--- src/rtl/bin_bcd_seq.sv ---
// Sequential binary-to-BCD converter (shift-and-add-3), one bit per clock, valid/ready on both sides.
// Define BIN_BCD_SEQ_SIGNED_EN for two's-complement input with a separate Sign output.
module bin_bcd_seq #(
  parameter int W  = 32,
  parameter int BW = W + (W - 4) / 3 + 1
) (
  input  logic          Clk,
  input  logic          Rst,
  input  logic          In_Valid,
  output logic          In_Ready,
  input  logic [W-1:0]  Bin,
  output logic          Out_Valid,
  input  logic          Out_Ready,
  output logic [BW-1:0] Bcd,
  output logic          Busy
`ifdef BIN_BCD_SEQ_SIGNED_EN
  ,
  output logic          Sign
`endif
);

  localparam int ND   = (BW + 3) / 4;
  localparam int TOPW = BW - 4 * (ND - 1);
  localparam int CW   = $clog2(W + 1);

  typedef enum logic [1:0] {IDLE, SHIFT, DONE} state_t;

  state_t          r_state;
  logic [W-1:0]    r_sh;
  logic [BW-1:0]   r_acc;
  logic [BW-1:0]   r_bcd;
  logic [CW-1:0]   r_cnt;
  logic            r_in_ready;
  logic            r_out_valid;
  logic            r_busy;

  logic [BW-1:0]   w_adj;
  logic [BW-1:0]   w_acc_next;
  logic [W-1:0]    w_mag;

  // A truncated top digit never reaches 5 before the final shift, so it needs no correction.
  genvar gi;
  generate
    for (gi = 0; gi < ND; gi++) begin : g_digit
      if ((gi < ND - 1) || (TOPW == 4)) begin : g_full
        assign w_adj[4*gi +: 4] = (r_acc[4*gi +: 4] > 4'd4) ? (r_acc[4*gi +: 4] + 4'd3)
                                                            : r_acc[4*gi +: 4];
      end else begin : g_part
        assign w_adj[BW-1:4*gi] = r_acc[BW-1:4*gi];
      end
    end
  endgenerate

  assign w_acc_next = (w_adj << 1) | {{(BW-1){1'b0}}, r_sh[W-1]};

`ifdef BIN_BCD_SEQ_SIGNED_EN
  logic r_sign_pend;
  logic r_sign;
  assign w_mag = Bin[W-1] ? ((~Bin) + {{(W-1){1'b0}}, 1'b1}) : Bin;
  assign Sign  = r_sign;
`else
  assign w_mag = Bin;
`endif

  always_ff @(posedge Clk or posedge Rst) begin
    if (Rst) begin
      r_state     <= IDLE;
      r_sh        <= '0;
      r_acc       <= '0;
      r_bcd       <= '0;
      r_cnt       <= '0;
      r_in_ready  <= 1'b1;
      r_out_valid <= 1'b0;
      r_busy      <= 1'b0;
`ifdef BIN_BCD_SEQ_SIGNED_EN
      r_sign_pend <= 1'b0;
      r_sign      <= 1'b0;
`endif
    end else begin
      case (r_state)
        IDLE: begin
          if (In_Valid) begin
            r_sh       <= w_mag;
            r_acc      <= '0;
            r_cnt      <= CW'(W);
            r_in_ready <= 1'b0;
            r_busy     <= 1'b1;
            r_state    <= SHIFT;
`ifdef BIN_BCD_SEQ_SIGNED_EN
            r_sign_pend <= Bin[W-1];
`endif
          end
        end
        SHIFT: begin
          r_acc <= w_acc_next;
          r_sh  <= r_sh << 1;
          r_cnt <= r_cnt - CW'(1);
          // Final shift: the result lands in Bcd on the same edge that enters DONE.
          if (r_cnt == CW'(1)) begin
            r_bcd       <= w_acc_next;
            r_out_valid <= 1'b1;
            r_state     <= DONE;
`ifdef BIN_BCD_SEQ_SIGNED_EN
            r_sign      <= r_sign_pend;
`endif
          end
        end
        DONE: begin
          if (Out_Ready) begin
            r_out_valid <= 1'b0;
            r_busy      <= 1'b0;
            r_in_ready  <= 1'b1;
            r_state     <= IDLE;
          end
        end
        default: r_state <= IDLE;
      endcase
    end
  end

  assign In_Ready  = r_in_ready;
  assign Out_Valid = r_out_valid;
  assign Busy      = r_busy;
  assign Bcd       = r_bcd;

endmodule
--- config.mk ---
export PLATFORM = sky130hd
export DESIGN_NAME = bin_bcd_seq
export DESIGN_NICKNAME = d
export VERILOG_FILES = /design/src/rtl/bin_bcd_seq.sv
export SDC_FILE = /design/constraint.sdc
export NUM_CORES = 1
export LEC_CHECK = 0
export CELL_PAD_IN_SITES_DETAIL_PLACEMENT = 0
export CELL_PAD_IN_SITES_GLOBAL_PLACEMENT = 2
export CORE_ASPECT_RATIO = 0.9
export CORE_MARGIN = 1.5
export CORE_UTILIZATION = 40
export DETAILED_ROUTE_END_ITERATION = 10
export DONT_BUFFER_PORTS = 1
export PLACE_DENSITY = 0.74
export SETUP_SLACK_MARGIN = 0.1
export SLEW_MARGIN = 20
export SYNTH_ARGS = -nofsm -noshare
export SYNTH_HDL_FRONTEND = slang
export SYNTH_SLANG_ARGS = --single-unit
--- constraint.sdc ---
create_clock -name Clk -period 6.8 [get_ports Clk]
set_input_delay 0.68 -clock Clk [delete_from_list [all_inputs] [get_ports Clk]]
set_output_delay 0.68 -clock Clk [all_outputs]
set_load 0.005 [all_outputs]
# == Word-level counts from Yosys, hierarchy flattened ==
# Index checks and enable logic that the tools add are counted.
# word_totals
ff_bits,126
input_bits,36
out_inout_bits,45
elab_cells,73
# classes
addsub,11
magnitude_cmp,10
n_eq_ne,6
mux,28
bitwise,1
reduce_logical,9
# op_table
op,n
41-bit one-hot mux with 2 select lines,1
32-bit one-hot mux with 2 select lines,1
42-bit by 1-bit OR with 42-bit output,1
41-bit two-way mux,1
"4-bit by 2-bit adder with 4-bit output, second input constant",10
"4-bit by 3-bit > comparator with 1-bit output, second input constant",10
4-bit two-way mux,10
32-bit two-way mux,1
6-bit one-hot mux with 2 select lines,1
3-bit AND reduction,3
"6-bit by 1-bit == test with 1-bit output, second input constant",1
2-bit two-way mux,3
6-bit two-way mux,1
"2-bit != test, second input constant",3
1-bit one-hot mux with 2 select lines,3
2-bit one-hot mux with 3 select lines,1
2-bit nonzero test,3
"6-bit by 1-bit subtractor with 6-bit output, second input constant",1
1-bit two-way mux,5
2-bit AND reduction,2
"2-bit by 1-bit == test with 1-bit output, second input constant",1
"2-bit == test, second input constant",1
2-bit zero test,1

# == Longest topological paths before layout ==
# logic_depth
ltp_word,4
depth_mapped,6
ltp_nobuf,6

# == Worst setup path before layout ==
# Ideal clock, no wire load.
# synth_path
path_type,input-to-reg
from,input port In_Valid
to,register r_cnt[5]
arrival_ps,1358
t_required_ps,6677
setup_slack_ps,5319
cell_stages,5
n_path_buf,1
path_cell_list,o21bai_1 > clkbuf_1 > nor4b_2 > xnor2_1 > nand2_1
# synth_via
elab_chain_len,2
# synth_rtl
item,line_no,source
"start, declared",9,"input logic In_Valid,"
2-bit != test (no line),--,
2-bit AND reduction (no line),--,
"end signal, assigned",85,r_cnt <= CW'(W);
"end signal, assigned",97,r_cnt <= r_cnt - CW'(1);
"end, declared",32,logic [CW-1:0] r_cnt;
# Every way passes these cells.
# A chain may end at the register's enable or synchronous reset.

# == Worst setup path in the final report ==
# layout_path
from,register r_state[0]
to,register r_bcd[41] (netlist: Bcd[41])
# layout_via
elab_chain_len,2
# layout_rtl
item,line_no,source
"start, declared",28,state_t r_state;
"start signal, assigned",67,r_state <= IDLE;
"start signal, assigned",88,r_state <= SHIFT;
"start signal, assigned",102,r_state <= DONE;
2-bit by 1-bit == test with 1-bit output,80,case (r_state)
2-bit AND reduction (no line),--,
"end signal, assigned",100,r_bcd <= w_acc_next;
"end, declared",31,logic [BW-1:0] r_bcd;
# Every way passes these cells.

==> results_dict.tcl <==
set metrics [dict create \
    status "completed" \
    end_kind "register" \
    grt_max_degree 80 \
    route.vias.total 4097 \
    cts_buffers 17 \
    cts_setup_buffers 0 \
    drt-initial-drc-count 290 \
    insertion_delay_ps 410 \
    synth_area_leader_cell "dfrtp_1" \
    skew_ps 7.10 \
    place_congestion 0.744 \
    finalMaxSlewViolations 0 \
    antenna_left 0 \
    yosysSeqAreaShare 0.515 \
    ir_drop_v 0.000221 \
    hpwlAfterDp_um 7900 \
    nNetsFinal 617 \
    period_share 0.368 \
    synth_top_family_by_area "compound AO/OA/AOI/OAI gates" \
    crit_arrival_ps 2790 \
    grt_antenna_before_repair 0 \
    synth.net_count 622 \
    tightest_slew_ps 1060 \
    wire_per_inst_um 16.4 \
    syn-cell-area_sq_um 6120 \
    cts.sink_count 126 \
    synth-compound-area-share 0.191 \
    yosysTopAreaCellShare 0.511 \
    hold_viol 0 \
    setup_viol 0 \
    crit_required_ps 7090 \
    clock_path_buffers 2 \
    grt_setup_unrepaired "false" \
    rows 42 \
    path_clk_slew_ps 60 \
    cts_tree "yes" \
    num_io_pins 81 \
    final_cell_mix "dfrtp_1, o21ai_0, nand2_1, inv_1, a21oi_1" \
    crit_fanout 53 \
    grt_pass1_vias 4084 \
    drv_cap 0 \
    synth_area_leaders "dfrtp_1, o21ai_0, mux2_4, ha_1, a22o_1" \
    ys_ff_latch 126 \
    final_util 0.463 \
    grt_pass1_wl_um 21000 \
    crit_type "reg2reg" \
    max_slew_margin 0.290 \
    core_area_sq_um 14800 \
    die_w_um 133 \
    yosysWarnings 0 \
    vias_per_cell 5.33 \
    r2r_slack_ps 4300 \
    grt_use_total 0.167 \
    avgSynthCellArea_sq_um 10.9 \
    chipHeight_um 120 \
    synthDistinctLibCells 33 \
    tns_ps 0 \
    hold_buffers 0 \
    start_util 0.413 \
    wl_um 12600 \
    synth_xor_area_frac 0.0157 \
    drtPass1Iterations 5 \
    synth_cells 564 \
    layout_commonest_cell "dfrtp_1" \
    area_growth_pct 12.1 \
    cts_repair_resize_count 0 \
    yosys-mux-area-fraction 0.0947 \
    synth_fa_ha_area_frac 0.0450 \
    htreeDepth 4 \
    start_kind "register" \
    min_period_ps 2500 \
    drive_gt1_frac 0.131 \
    fmax_mhz 400 \
    min_path_type "in2async" \
    portBuffers 0 \
    power_density_nw_per_um2 526 \
    grt-ovfl-total 0 \
    dieArea_sq_um 16100 \
    drc 0 \
    antenna_cells 0 \
    synth_simple_gate_area_frac 0.0891 \
    clock-root-buffer "clkbuf_16" \
    leakage_nw 3.15 \
]
kinds of logic after synthesis:
kind of cell / count (synthesis)
AOI/OAI and AO/OA: 192
DFF: 126
and+or+nand+nor: 102
buffers and inverters: 68
muxes: 43
adders and majority gates: 22
xor gates and xnor gates: 11
sequential cells by signal, indices dropped and copies added, names as in the netlist:
name and flops:
r_state 2, r_cnt 6, In_Ready 1, Busy 1, r_acc 41, Bcd 42
r_sh 32, Out_Valid 1
routing by layer:
metal,GRT usage,up-vias,part of all wire
met5,0,-,0
met4,0.0693,0,0.015
met3,0.0574,15,0.065
met2,0.254,91,0.44
met1,0.218,1997,0.48
li1,-,1994,-
stage by stage:
step | power (mW) | worst slack (ps) | area [sq um] | hold WS, ps | instances
floorplan | 2.43 | 2770 | 6120 | 450 | 564
global placement | 2.71 | 4290 | 6280 | 466 | 738
detailed placement | 2.76 | 4230 | 6280 | 476 | 738
CTS | 3.66 | 4220 | 6860 | 387 | 769
global route | 3.91 | 4070 | 6860 | 310 | 769
finish | 3.61 | 4300 | 6860 | 254 | 769
report_power, final:
| part | switching (mW) | internal (mW) | leakage [nW] |
|---|---|---|---|
| combinational | 0.702 | 0.657 | 1.27 |
| sequential | 0.286 | 1.08 | 1.60 |
| clock | 0.317 | 0.567 | 0.288 |
final timing paths:
path / startpoint / to / cells after the start
setup / recovery: r_state[0] / Bcd[41] / 4
max in group asynchronous: Rst / Bcd[32] / 2
setup reg to reg: r_state[0] / Bcd[41] / 4
hold reg to reg: r_sh[13] / r_sh[13] / 2
hold / removal: Rst / Bcd[18] / 1
min in group Clk: Out_Ready / r_state[1] / 1
layout make-up:
type | count | area [sq um]
Clock buffer | 26 | 529
Sequential cell | 126 | 3150
Multi-Input combinational cell | 370 | 2690
Clock inverter | 5 | 52.6
Fill cell | 1387 | 7960
Inverter | 38 | 148
Timing Repair Buffer | 6 | 45.0
Tap cell | 198 | 248
worst max-delay path: stages (launching register included):
cell     delay, ps
dfrtp_1        320
buf_4          360
nor2b_4        260
nand4_4        820
mux2_4         610
synthesized netlist by cell type:
cell,number
a21oi_1,35
a22o_1,31
a22oi_1,30
a41oi_1,2
and3b_1,1
buf_2,13
buf_4,1
buf_6,3
clkbuf_1,13
dfrtp_1,125
dfstp_2,1
ha_1,22
inv_1,38
mux2_2,3
mux2_4,29
mux2i_1,11
nand2_1,45
nand2b_1,12
nand3_1,1
nand4_4,1
nor2_1,2
nor2b_1,26
nor2b_2,1
nor3_1,10
nor3_4,1
nor4_1,1
nor4b_2,1
o21ai_0,90
o21bai_1,1
o22ai_1,1
o311ai_0,1
o41ai_1,1
xnor2_1,11
(Power assumes the default switching activity.)
